`src/rtl/hbs_issue_arbiter_pkg.sv`:
```
// Shared constants for the bit-fusion multiplier issue arbiter: mode codes,
// operand/result widths and the response FIFO entry width.
package hbs_ctrl_pkg;

  typedef enum logic [1:0] {
    MODE4        = 2'b00,
    MODE8        = 2'b01,
    MODE16       = 2'b10,
    MODE_ILLEGAL = 2'b11
  } mode_e;

  localparam int OPND_W = 16;
  localparam int RES_W  = 32;
  localparam int MODE_W = 2;

  // Response entry layout, MSB first: {id, mode, err, data}.
  function automatic int rsp_entry_w(input int id_w);
    return id_w + MODE_W + 1 + RES_W;
  endfunction

endpackage

```
`src/rtl/hbs_issue_arbiter_if.sv`:
```
// Bundle of requester, datapath and response signals around the issue arbiter.
// master = requesters/datapath/consumer side, slave = the arbiter.
interface hbs_issue_arbiter_if #(
  parameter int NUM_REQ = 4,
  parameter int ID_W    = 2
);
  // valid/ready: a transfer happens on a rising clk edge where valid and ready
  // are both high; the source holds valid and its payload until that edge.
  logic [NUM_REQ-1:0]    req_valid;
  logic [NUM_REQ-1:0]    req_ready;
  logic [2*NUM_REQ-1:0]  req_mode;
  logic [16*NUM_REQ-1:0] req_a;
  logic [16*NUM_REQ-1:0] req_b;
  logic [1:0]            dp_mode;
  logic [15:0]           dp_mult0;
  logic [15:0]           dp_mult1;
  logic [31:0]           dp_result;
  logic                  rsp_valid;
  logic                  rsp_ready;
  logic [ID_W-1:0]       rsp_id;
  logic [1:0]            rsp_mode;
  logic [31:0]           rsp_data;
  logic                  rsp_err;

  modport master (
    output req_valid, req_mode, req_a, req_b, dp_result, rsp_ready,
    input  req_ready, dp_mode, dp_mult0, dp_mult1,
           rsp_valid, rsp_id, rsp_mode, rsp_data, rsp_err
  );

  modport slave (
    input  req_valid, req_mode, req_a, req_b, dp_result, rsp_ready,
    output req_ready, dp_mode, dp_mult0, dp_mult1,
           rsp_valid, rsp_id, rsp_mode, rsp_data, rsp_err
  );
endinterface

```
`src/rtl/hbs_issue_arbiter_rsp_fifo.sv`:
```
// Synchronous response FIFO with occupancy count; head is combinational and
// reads as zero while empty. DEPTH must be a power of two.
module hbs_rsp_fifo #(
  parameter int W     = 37,
  parameter int DEPTH = 8
) (
  input  logic                   clk,
  input  logic                   rst_n,
  input  logic                   i_push,
  input  logic [W-1:0]           i_wdata,
  input  logic                   i_pop,
  output logic [W-1:0]           o_rdata,
  output logic [$clog2(DEPTH):0] o_count
);
  localparam int AW = $clog2(DEPTH);

  logic [W-1:0]  r_mem [DEPTH];
  logic [AW-1:0] r_wr;
  logic [AW-1:0] r_rd;
  logic [AW:0]   r_count;
  logic          w_pop;

  assign w_pop   = i_pop && (r_count != '0);
  assign o_count = r_count;
  assign o_rdata = (r_count != '0) ? r_mem[r_rd] : '0;

  always_ff @(posedge clk) begin
    if (i_push) r_mem[r_wr] <= i_wdata;
  end

  always_ff @(posedge clk or negedge rst_n) begin
    if (!rst_n) begin
      r_wr    <= '0;
      r_rd    <= '0;
      r_count <= '0;
    end else begin
      if (i_push) r_wr <= r_wr + AW'(1);
      if (w_pop)  r_rd <= r_rd + AW'(1);
      case ({i_push, w_pop})
        2'b10:   r_count <= r_count + (AW+1)'(1);
        2'b01:   r_count <= r_count - (AW+1)'(1);
        default: r_count <= r_count;
      endcase
    end
  end
endmodule

```
`src/rtl/hbs_issue_arbiter.sv`:
```
// Round-robin issue arbiter for a shared fixed-latency bit-fusion multiplier.
// Optional macro HBS_MODE_CHECK_EN flags mode 2'b11 requests as errors.
module hbs_issue_arbiter
  import hbs_ctrl_pkg::*;
#(
  parameter int NUM_REQ    = 4,
  parameter int ID_W       = 2,
  parameter int PIPE_LAT   = 3,
  parameter int FIFO_DEPTH = 8
) (
  input  logic               clk,
  input  logic               rst_n,
  hbs_issue_arbiter_if.slave bus
);
  localparam int ENTRY_W = rsp_entry_w(ID_W);
  localparam int CNT_W   = $clog2(FIFO_DEPTH) + 1;
  localparam int STG     = PIPE_LAT + 1;

  logic [ID_W-1:0]    r_ptr;
  logic [CNT_W-1:0]   r_inflight;
  logic [1:0]         r_dp_mode;
  logic [OPND_W-1:0]  r_dp_mult0;
  logic [OPND_W-1:0]  r_dp_mult1;
  logic [STG-1:0]     r_tag_vld;
  logic [ID_W-1:0]    r_tag_id   [STG];
  logic [1:0]         r_tag_mode [STG];
  logic               r_tag_err  [STG];

  logic [CNT_W-1:0]   w_fifo_count;
  logic               w_issue_ok;
  logic               w_grant_vld;
  logic [ID_W-1:0]    w_grant_idx;
  logic [1:0]         w_gnt_mode;
  logic [OPND_W-1:0]  w_gnt_a;
  logic [OPND_W-1:0]  w_gnt_b;
  logic               w_gnt_err;
  logic               w_push;
  logic [ENTRY_W-1:0] w_push_entry;
  logic [ENTRY_W-1:0] w_head;

  // Every accepted op owns a FIFO slot until popped, so a result can always land.
  assign w_issue_ok = rst_n && ((int'(w_fifo_count) + int'(r_inflight)) < FIFO_DEPTH);

  // Downward scans leave the lowest index above the pointer (hi) and overall (lo).
  always_comb begin
    logic          hi_vld, lo_vld;
    logic [ID_W-1:0] hi_idx, lo_idx;
    hi_vld = 1'b0; lo_vld = 1'b0; hi_idx = '0; lo_idx = '0;
    for (int i = NUM_REQ - 1; i >= 0; i--) begin
      if (bus.req_valid[i]) begin
        if (i > int'(r_ptr)) begin
          hi_vld = 1'b1; hi_idx = ID_W'(i);
        end else begin
          lo_vld = 1'b1; lo_idx = ID_W'(i);
        end
      end
    end
    w_grant_vld = w_issue_ok && (hi_vld || lo_vld);
    w_grant_idx = hi_vld ? hi_idx : lo_idx;
  end

  always_comb begin
    bus.req_ready = '0;
    w_gnt_mode    = '0;
    w_gnt_a       = '0;
    w_gnt_b       = '0;
    for (int i = 0; i < NUM_REQ; i++) begin
      if (w_grant_idx == ID_W'(i)) begin
        bus.req_ready[i] = w_grant_vld;
        w_gnt_mode       = bus.req_mode[2*i +: 2];
        w_gnt_a          = bus.req_a[16*i +: 16];
        w_gnt_b          = bus.req_b[16*i +: 16];
      end
    end
  end

`ifdef HBS_MODE_CHECK_EN
  assign w_gnt_err = (w_gnt_mode == MODE_ILLEGAL);
`else
  assign w_gnt_err = 1'b0;
`endif

  always_ff @(posedge clk or negedge rst_n) begin
    if (!rst_n) begin
      r_ptr      <= ID_W'(NUM_REQ - 1);
      r_inflight <= '0;
      r_dp_mode  <= '0;
      r_dp_mult0 <= '0;
      r_dp_mult1 <= '0;
      r_tag_vld  <= '0;
      for (int s = 0; s < STG; s++) begin
        r_tag_id[s]   <= '0;
        r_tag_mode[s] <= '0;
        r_tag_err[s]  <= 1'b0;
      end
    end else begin
      if (w_grant_vld) begin
        r_ptr      <= w_grant_idx;
        r_dp_mode  <= w_gnt_err ? 2'(MODE4) : w_gnt_mode;
        r_dp_mult0 <= w_gnt_err ? '0 : w_gnt_a;
        r_dp_mult1 <= w_gnt_err ? '0 : w_gnt_b;
      end
      r_tag_vld     <= {r_tag_vld[STG-2:0], w_grant_vld};
      r_tag_id[0]   <= w_grant_idx;
      r_tag_mode[0] <= w_gnt_mode;
      r_tag_err[0]  <= w_gnt_err;
      for (int s = 1; s < STG; s++) begin
        r_tag_id[s]   <= r_tag_id[s-1];
        r_tag_mode[s] <= r_tag_mode[s-1];
        r_tag_err[s]  <= r_tag_err[s-1];
      end
      case ({w_grant_vld, w_push})
        2'b10:   r_inflight <= r_inflight + CNT_W'(1);
        2'b01:   r_inflight <= r_inflight - CNT_W'(1);
        default: r_inflight <= r_inflight;
      endcase
    end
  end

  assign bus.dp_mode  = r_dp_mode;
  assign bus.dp_mult0 = r_dp_mult0;
  assign bus.dp_mult1 = r_dp_mult1;

  // The last tag stage lines up with the cycle dp_result holds that op's product.
  assign w_push       = r_tag_vld[STG-1];
  assign w_push_entry = {r_tag_id[STG-1], r_tag_mode[STG-1], r_tag_err[STG-1],
                         (r_tag_err[STG-1] ? {RES_W{1'b0}} : bus.dp_result)};

  hbs_rsp_fifo #(
    .W     (ENTRY_W),
    .DEPTH (FIFO_DEPTH)
  ) u_rsp_fifo (
    .clk     (clk),
    .rst_n   (rst_n),
    .i_push  (w_push),
    .i_wdata (w_push_entry),
    .i_pop   (bus.rsp_ready),
    .o_rdata (w_head),
    .o_count (w_fifo_count)
  );

  assign bus.rsp_valid = (w_fifo_count != '0);
  assign {bus.rsp_id, bus.rsp_mode, bus.rsp_err, bus.rsp_data} = w_head;
endmodule

```
`src/flat_wrapper.sv`:
```
// flat-port wrapper written by rule: the top's interface ports become plain ports
module hbs_issue_arbiter_flat import hbs_ctrl_pkg::*;
#(
  parameter int NUM_REQ    = 4,
  parameter int ID_W       = 2,
  parameter int PIPE_LAT   = 3,
  parameter int FIFO_DEPTH = 8
)
  (clk, rst_n, bus_req_valid, bus_req_mode, bus_req_a, bus_req_b, bus_dp_result, bus_rsp_ready, bus_req_ready, bus_dp_mode, bus_dp_mult0, bus_dp_mult1, bus_rsp_valid, bus_rsp_id, bus_rsp_mode, bus_rsp_data, bus_rsp_err);
  hbs_issue_arbiter_if #(.NUM_REQ(NUM_REQ), .ID_W(ID_W)) bus_i ();
  input  logic clk;
  input  logic rst_n;
  input wire logic [$bits(bus_i.req_valid)-1:0] bus_req_valid;
  input wire logic [$bits(bus_i.req_mode)-1:0] bus_req_mode;
  input wire logic [$bits(bus_i.req_a)-1:0] bus_req_a;
  input wire logic [$bits(bus_i.req_b)-1:0] bus_req_b;
  input wire logic [$bits(bus_i.dp_result)-1:0] bus_dp_result;
  input wire logic [$bits(bus_i.rsp_ready)-1:0] bus_rsp_ready;
  output wire logic [$bits(bus_i.req_ready)-1:0] bus_req_ready;
  output wire logic [$bits(bus_i.dp_mode)-1:0] bus_dp_mode;
  output wire logic [$bits(bus_i.dp_mult0)-1:0] bus_dp_mult0;
  output wire logic [$bits(bus_i.dp_mult1)-1:0] bus_dp_mult1;
  output wire logic [$bits(bus_i.rsp_valid)-1:0] bus_rsp_valid;
  output wire logic [$bits(bus_i.rsp_id)-1:0] bus_rsp_id;
  output wire logic [$bits(bus_i.rsp_mode)-1:0] bus_rsp_mode;
  output wire logic [$bits(bus_i.rsp_data)-1:0] bus_rsp_data;
  output wire logic [$bits(bus_i.rsp_err)-1:0] bus_rsp_err;
  assign bus_i.req_valid = bus_req_valid;
  assign bus_i.req_mode = bus_req_mode;
  assign bus_i.req_a = bus_req_a;
  assign bus_i.req_b = bus_req_b;
  assign bus_i.dp_result = bus_dp_result;
  assign bus_i.rsp_ready = bus_rsp_ready;
  assign bus_req_ready = bus_i.req_ready;
  assign bus_dp_mode = bus_i.dp_mode;
  assign bus_dp_mult0 = bus_i.dp_mult0;
  assign bus_dp_mult1 = bus_i.dp_mult1;
  assign bus_rsp_valid = bus_i.rsp_valid;
  assign bus_rsp_id = bus_i.rsp_id;
  assign bus_rsp_mode = bus_i.rsp_mode;
  assign bus_rsp_data = bus_i.rsp_data;
  assign bus_rsp_err = bus_i.rsp_err;
  hbs_issue_arbiter #(.NUM_REQ(NUM_REQ), .ID_W(ID_W), .PIPE_LAT(PIPE_LAT), .FIFO_DEPTH(FIFO_DEPTH)) u_core (.clk(clk), .rst_n(rst_n), .bus(bus_i));
endmodule
```
`config.mk`:
```
export PLATFORM = sky130hd
export DESIGN_NAME = hbs_issue_arbiter_flat
export DESIGN_NICKNAME = d
export VERILOG_FILES = /design/src/rtl/hbs_issue_arbiter_pkg.sv /design/src/rtl/hbs_issue_arbiter_if.sv /design/src/rtl/hbs_issue_arbiter_rsp_fifo.sv /design/src/rtl/hbs_issue_arbiter.sv /design/src/flat_wrapper.sv
export SDC_FILE = /design/constraint.sdc
export NUM_CORES = 1
export LEC_CHECK = 0
export BUFFER_PORTS_ARGS = -buffer_cell sky130_fd_sc_hd__buf_2
export CORE_MARGIN = 2
export CORE_UTILIZATION = 50
export CTS_BUF_LIST = sky130_fd_sc_hd__clkbuf_2
export CTS_CLUSTER_DIAMETER = 200
export DETAILED_ROUTE_END_ITERATION = 12
export PLACE_DENSITY = 0.75
export SYNTH_ARGS = -nofsm -noshare
export SYNTH_HDL_FRONTEND = slang
export SYNTH_SLANG_ARGS = --single-unit
```
`constraint.sdc`:
```
create_clock -name clk -period 3.2 [get_ports clk]
set_input_delay 0.8 -clock clk [delete_from_list [all_inputs] [get_ports clk]]
set_output_delay 0.8 -clock clk [all_outputs]
set_load 0.05 [all_outputs]
```
## Word-level counts from Yosys, hierarchy flattened

Memory sizes are Yosys's and may differ from the RTL's.
Index checks and enable logic that the tools add are counted.

- Memories: 1
- Output and inout port bits: 76
- Bits in writable memories: 288
- Word-level logic and storage cells: 92
- Register bits after elaboration: 70
- Input port bits: 175

- $lt $le $gt $ge: 4
- $add $sub $neg: 7
- Reductions and logical operators: 8
- Equal/unequal tests: 7
- Multiplexer cells: 48

Memory list:

| memory | words | bits a word | rd ports | clocked after Yosys merged registers in | wr ports | RTL line | source |
|---|---|---|---|---|---|---|---|
| u_core.u_rsp_fifo.r_mem | 8 | 36 | 1 | 0 | 1 | hbs_issue_arbiter_rsp_fifo.sv:17 | `logic [W-1:0] r_mem [DEPTH];` |

Operator list:

| operator | number |
|---|---|
| 16-bit two-way mux | 8 |
| 37-bit two-way mux | 1 |
| 2-bit two-way mux | 18 |
| 32-bit by 5-bit < comparator with 1-bit output (second input constant) | 1 |
| 1-bit two-way mux | 19 |
| 4-bit one-hot mux with 2 select lines | 2 |
| 4-bit by 1-bit adder with 4-bit output (second input constant) | 2 |
| 2-bit equality test (second input constant) | 4 |
| 4-bit by 1-bit subtractor with 4-bit output (second input constant) | 2 |
| 3-bit by 1-bit adder with 3-bit output (second input constant) | 2 |
| 2-bit by 1-bit equality test with 1-bit output (second input constant) | 3 |
| 4-bit by 4-bit adder with 5-bit output | 1 |
| 2-bit greater-than comparator (first input constant) | 2 |
| 2-bit nonzero test | 2 |
| 4-bit nonzero test | 1 |
| 1-bit logical AND | 3 |
| 1-bit by 2-bit greater-than comparator with 1-bit output (first input constant) | 1 |
| 2-bit logical NOT | 1 |
| 1-bit logical OR | 1 |

## Depth between registers and ports, before layout

- Depth in word-level cells: 14
- Depth in mapped cells: 12
- Mapped depth without buffers: 10

## Hierarchy

Synthesis repeated with hierarchy kept, for this count alone.

- Cell total of the unflattened synthesis: 853
- Area, all modules: 15053.2 um2

By module, submodules not included:

| module | area an instance (um2) | seq. area each (um2) | cells each | instances |
|---|---|---|---|---|
| hbs_rsp_fifo | 11792.6 | 9138.8 | 521 | 1 |
| hbs_issue_arbiter | 3260.6 | 1503.9 | 332 | 1 |

## Worst setup path after synthesis

No wires, ideal clock.

- Path kind: input to output
- From: input rst_n
- To: output bus_req_ready[0]
- Arrival time: 2930 ps
- Required time: 2400 ps
- Buffers on the path: 2
- Stages on the path: 5
- Path slack: -530 ps
- Cell sequence: or4b_1 > a221o_1 > buf_4 > buf_6 > nor3_1

- Longest elaborated chain between the ends: 3

RTL lines:

| element | RTL line | source |
|---|---|---|
| start: declaration | flat_wrapper.sv:12 | `input logic rst_n;` |
| 1-bit logical AND | hbs_issue_arbiter.sv:42 | `assign w_issue_ok = rst_n && ((int'(w_fifo_count) + int'(r_inflight)) < FIFO_DEPTH);` |
| 1-bit logical AND | hbs_issue_arbiter.sv:58 | `w_grant_vld = w_issue_ok && (hi_vld \|\| lo_vld);` |
| 1-bit two-way mux | hbs_issue_arbiter.sv:68 | `if (w_grant_idx == ID_W'(i)) begin` |
| end: declaration | flat_wrapper.sv:19 | `output wire logic [$bits(bus_i.req_ready)-1:0] bus_req_ready;` |

Every way passes these cells.

## Final worst setup path

- From: register u_core.u_rsp_fifo.r_count[3], in the netlist u_core.u_rsp_fifo.o_count[3]
- To: output bus_req_ready[0]

- Longest elaborated chain between the ends: 5

RTL lines:

| element | RTL line | source |
|---|---|---|
| start: declaration | hbs_issue_arbiter_rsp_fifo.sv:20 | `logic [AW:0] r_count;` |
| start signal: assignment | hbs_issue_arbiter_rsp_fifo.sv:40 | `2'b10: r_count <= r_count + (AW+1)'(1);` |
| start signal: assignment | hbs_issue_arbiter_rsp_fifo.sv:41 | `2'b01: r_count <= r_count - (AW+1)'(1);` |
| start signal: assignment | hbs_issue_arbiter_rsp_fifo.sv:42 | `default: r_count <= r_count;` |
| 4-bit by 4-bit adder with 5-bit output | hbs_issue_arbiter.sv:42 |  |
| 32-bit by 5-bit < comparator with 1-bit output | hbs_issue_arbiter.sv:42 |  |
| 1-bit logical AND | hbs_issue_arbiter.sv:42 |  |
| 1-bit logical AND | hbs_issue_arbiter.sv:58 |  |
| 1-bit two-way mux | hbs_issue_arbiter.sv:68 |  |

Every way passes these cells.

==> results.py <==
metrics = {
    "power_and_ir_drop": {
        "seqPwrFrac_pct": 33.8,
        "p_comb_share_pct": 50.9,
        "p_sw_w": 0.00765,
        "vdd_drop_max_uv": 501,
        "intPower_w": 0.0109,
        "power_leakage_nw": 7.26,
        "power_density_mw_per_mm2": 995,
        "clockPowerShare_pct": 15.4,
        "p_sw_share_pct": 41.3,
    },
    "outcome": {
        "violations": "setup timing",
        "status": "complete, but fails checks",
    },
    "synthesis": {
        "ys.flop_type": "edfxtp_1",
        "synth-async-reset-ratio_pct": 19.6,
        "ys_seq_area_share_pct": 69.0,
        "synth_cells": 892,
        "yosysUniqueCellTypes": 54,
        "syn_avg_cell_area_um2": 16.9,
        "synth-warning-count": 0,
        "synth_edf_count": 288,
        "syn-num-nets": 1079,
        "synth_seq_cells": 358,
        "syn_area_mm2": 0.0151,
    },
    "sta": {
        "slew_viol_final": 0,
        "min_period_ns": 3.73,
        "tns_ns": -9.86,
        "finalHoldViolCount": 0,
        "slew-limit-headroom_pct": 56.3,
        "setup_ws_ns": -0.530,
        "fmax_mhz": 268,
        "rsz0062_at_grt": "yes",
        "period_share_pct": 117,
        "fin_skew_ns": 0.101,
        "tightestPinTransition_ns": 0.656,
        "setup_viol": 40,
    },
    "global_routing": {
        "grt_usage_pct": 22.7,
        "grt_max_degree": 68,
        "grt_pass1_vias": 9860,
        "antenna_found_initial": 3,
        "grt_pass1_wl_mm": 53.4,
        "grt-ovfl-total": 0,
    },
    "floorplan": {
        "io_pins": 251,
        "dieArea_mm2": 0.0316,
        "die_h_um": 178,
        "core_area_mm2": 0.0296,
        "initial_core_util_pct": 50.9,
        "row_count": 63,
        "fp.dieW_um": 178,
    },
    "layout": {
        "fin_nets": 1419,
        "fin_util_pct": 62.8,
        "fin_cells": 1691,
        "area_growth_pct": 23.4,
        "layout-drive-gt1-share_pct": 45.1,
    },
    "place": {
        "port_buffers": 249,
        "place.gp.congestion": 0.885,
        "place_ws_ns": 0.0637,
        "dp_hpwl_mm": 20.4,
        "dpl.cell_count": 1501,
    },
    "clock_network": {
        "clock_path_buffers": 3,
        "clkLatencyLatePin_ns": 0.93,
        "cts_root_buffer": "clkbuf_2",
        "cts-htree-levels": 3,
        "cts.clk_slew.worst_paths_ns": 0.11,
        "cts_inserted_buffers": 86,
        "clock-sinks": 358,
        "cts_tree": "yes",
    },
    "route": {
        "via_per_inst": 5.47,
        "drc": 0,
        "drtIter0Drc": 593,
        "firstDrtPassIters": 4,
        "wl_mm": 35.1,
        "ant_nets": 0,
        "via_count": 9256,
        "wl_per_cell_um": 20.7,
    },
    "worst_setup_path": {
        "crit_path_end_kind": "output pin",
        "slowest_stage": "or4b_4",
        "worst_setup_path_start_kind": "flip-flop",
        "slowest_delay_ns": 0.49,
        "cp.arrival_ns": 2.93,
        "path_class": "reg -> out",
        "cp_cell_sequence": "ha_1, or4b_4, a221o_2, buf_12, nor3_4, buf_6",
        "path_max_fanout": 3,
        "crit_required_ns": 2.40,
    },
    "job": {
        "drv_cap": 0,
    },
    "min_path": {
        "hold_path.class": "in -> reg",
    },
}
## metal layers
layer  GRT usage [%]  routed length [um]
met1            26.2               13000
met2            39.8               18500
met3            5.21                2400
met4            10.9                1180
met5               0                   0
## critical path: cells and delay by family, from the launching register on
family | cells | cell delay [ns]
simple gates | 2 | 0.65
buf+inv | 2 | 0.33
flops | 1 | 0.40
compound gates | 1 | 0.37
fa+ha+maj | 1 | 0.30
## Yosys cell counts (2+ instances only)
master | instances | area, um2
xnor2_1 | 5 | 43.8
edfxtp_1 | 288 | 8650
mux2_2 | 8 | 90.1
nand2_1 | 33 | 124
dfrtp_1 | 68 | 1700
clkbuf_1 | 23 | 86.3
ha_1 | 11 | 138
dfstp_2 | 2 | 52.6
a31oi_1 | 29 | 181
o31ai_1 | 25 | 188
buf_2 | 22 | 110
mux2_4 | 20 | 300
and2_1 | 4 | 25.0
nand2b_1 | 5 | 31.3
o21ai_0 | 13 | 65.1
nor2_1 | 77 | 289
mux4_2 | 72 | 1620
nand3b_1 | 4 | 30.0
inv_2 | 2 | 7.51
o21ai_1 | 2 | 10.0
nor3_1 | 4 | 20.0
buf_1 | 3 | 11.3
o22ai_1 | 6 | 37.5
and2_0 | 26 | 163
mux2i_1 | 40 | 400
a21oi_1 | 44 | 220
buf_6 | 7 | 78.8
buf_4 | 2 | 15.0
inv_1 | 7 | 26.3
a41o_1 | 2 | 20.0
a21o_1 | 8 | 60.1
xor2_1 | 8 | 70.1
## placed cells by master, fill, tap and decap left out, drive strengths merged, types with 2 or more instances in the layout
master / count
xnor2: 5
o21ai: 16
a21o: 8
xor2: 8
a21oi: 44
mux2i: 40
clkinv: 26
nand2b: 6
nor3: 4
diode: 3
nand3b: 4
dfrtp: 68
edfxtp: 288
clkbuf: 126
o31ai: 26
and2: 30
o22ai: 6
mux4: 72
dfstp: 2
a31oi: 29
mux2: 28
a41o: 2
nand2: 33
buf: 307
nor2: 77
ha: 11
inv: 11
## final cells by class
class / instances / area (um2)
Clock inverter: 29 / 143
Timing Repair Buffer: 309 / 2400
Antenna cell: 3 / 7.51
Tap cell: 390 / 488
Inverter: 9 / 33.8
Clock buffer: 125 / 626
Multi-Input combinational cell: 468 / 4510
Fill cell: 2220 / 11000
Sequential cell: 358 / 10400
## path summary, 6_finish.rpt
path / start / endpoint / slack (ns) / cells past startpoint
setup reg to reg: u_core.u_rsp_fifo.o_count[3]$_DFFE_PN0P_ / u_core.r_inflight[2]$_DFFE_PN0P_ / 0.23 / 12
setup / recovery: u_core.u_rsp_fifo.o_count[3]$_DFFE_PN0P_ / bus_req_ready[0] / -0.53 / 6
hold / removal: bus_req_a[60] / u_core.bus.dp_mult0[12]$_DFFE_PN0P_ / 0.13 / 3
max in group asynchronous: rst_n / u_core.u_rsp_fifo.r_rd[0]$_DFFE_PN0P_ / 1.64 / 4
min in group asynchronous: rst_n / u_core.bus.dp_mult1[14]$_DFFE_PN0P_ / 0.55 / 3
hold reg to reg: u_core.r_tag_id[5]$_DFF_PN0_ / u_core.r_tag_id[3]$_DFF_PN0_ / 0.30 / 0
## per-stage QoR
step                instance area [um2]  power (W)  hold WS, ns
finish                            18600     0.0185        0.125
global route                      18600     0.0195       0.0447
CTS                               18600     0.0186       0.0435
detailed placement                17000     0.0142        0.335
global placement                  17000     0.0141        0.333
floorplan                         15100     0.0123        0.331
## state kept, by name (all words and copies together), names as in the netlist
| signal | count |
|---|---|
| u_core.u_rsp_fifo.r_mem | 288 |
| u_core.bus.dp_mult0 | 16 |
| u_core.bus.dp_mult1 | 16 |
| u_core.r_tag_id | 8 |
| u_core.r_tag_mode | 8 |
| u_core.r_inflight | 4 |
| u_core.r_tag_vld | 4 |
| u_core.u_rsp_fifo.o_count | 4 |
| u_core.u_rsp_fifo.r_rd | 3 |
| u_core.u_rsp_fifo.r_wr | 3 |
| u_core.bus.dp_mode | 2 |
| u_core.r_ptr | 2 |
## power by group through the flow
stage | combinational [W] | clock [W] | sequential [W]
after floorplan | 0.00546 | 0 | 0.00679
after global placement | 0.00764 | 0 | 0.00645
after detailed placement | 0.00774 | 0 | 0.00649
after CTS | 0.00944 | 0.00292 | 0.00625
after global routing | 0.00997 | 0.00320 | 0.00633
final | 0.00942 | 0.00285 | 0.00625
## timing repair
action / 4_1_cts / 5_1_grt
setup buffers: 23 / 7
hold buffers: 1 / 0
setup endpoints to repair: 40 / 40
endpoints found under the hold margin: 25 / 0
pin swaps: 9 / 14
cloned: 7 / 1
gates resized for setup: 120 / 19
## logic make-up (layout without fill, tap and decap cells)
logic type	Yosys count	count (layout)	share of synthesized area [%]
xor gates and xnor gates	13	13	0.755
DFF	358	358	69.0
buffers and inverters	66	472	2.22
muxes	140	140	16.0
and+or+nand+nor	161	161	5.01
other	1	4	0.0249
adders and majority gates	12	12	1.05
AOI/OAI and AO/OA	141	141	5.98
Power figures use the tool's default switching activity.
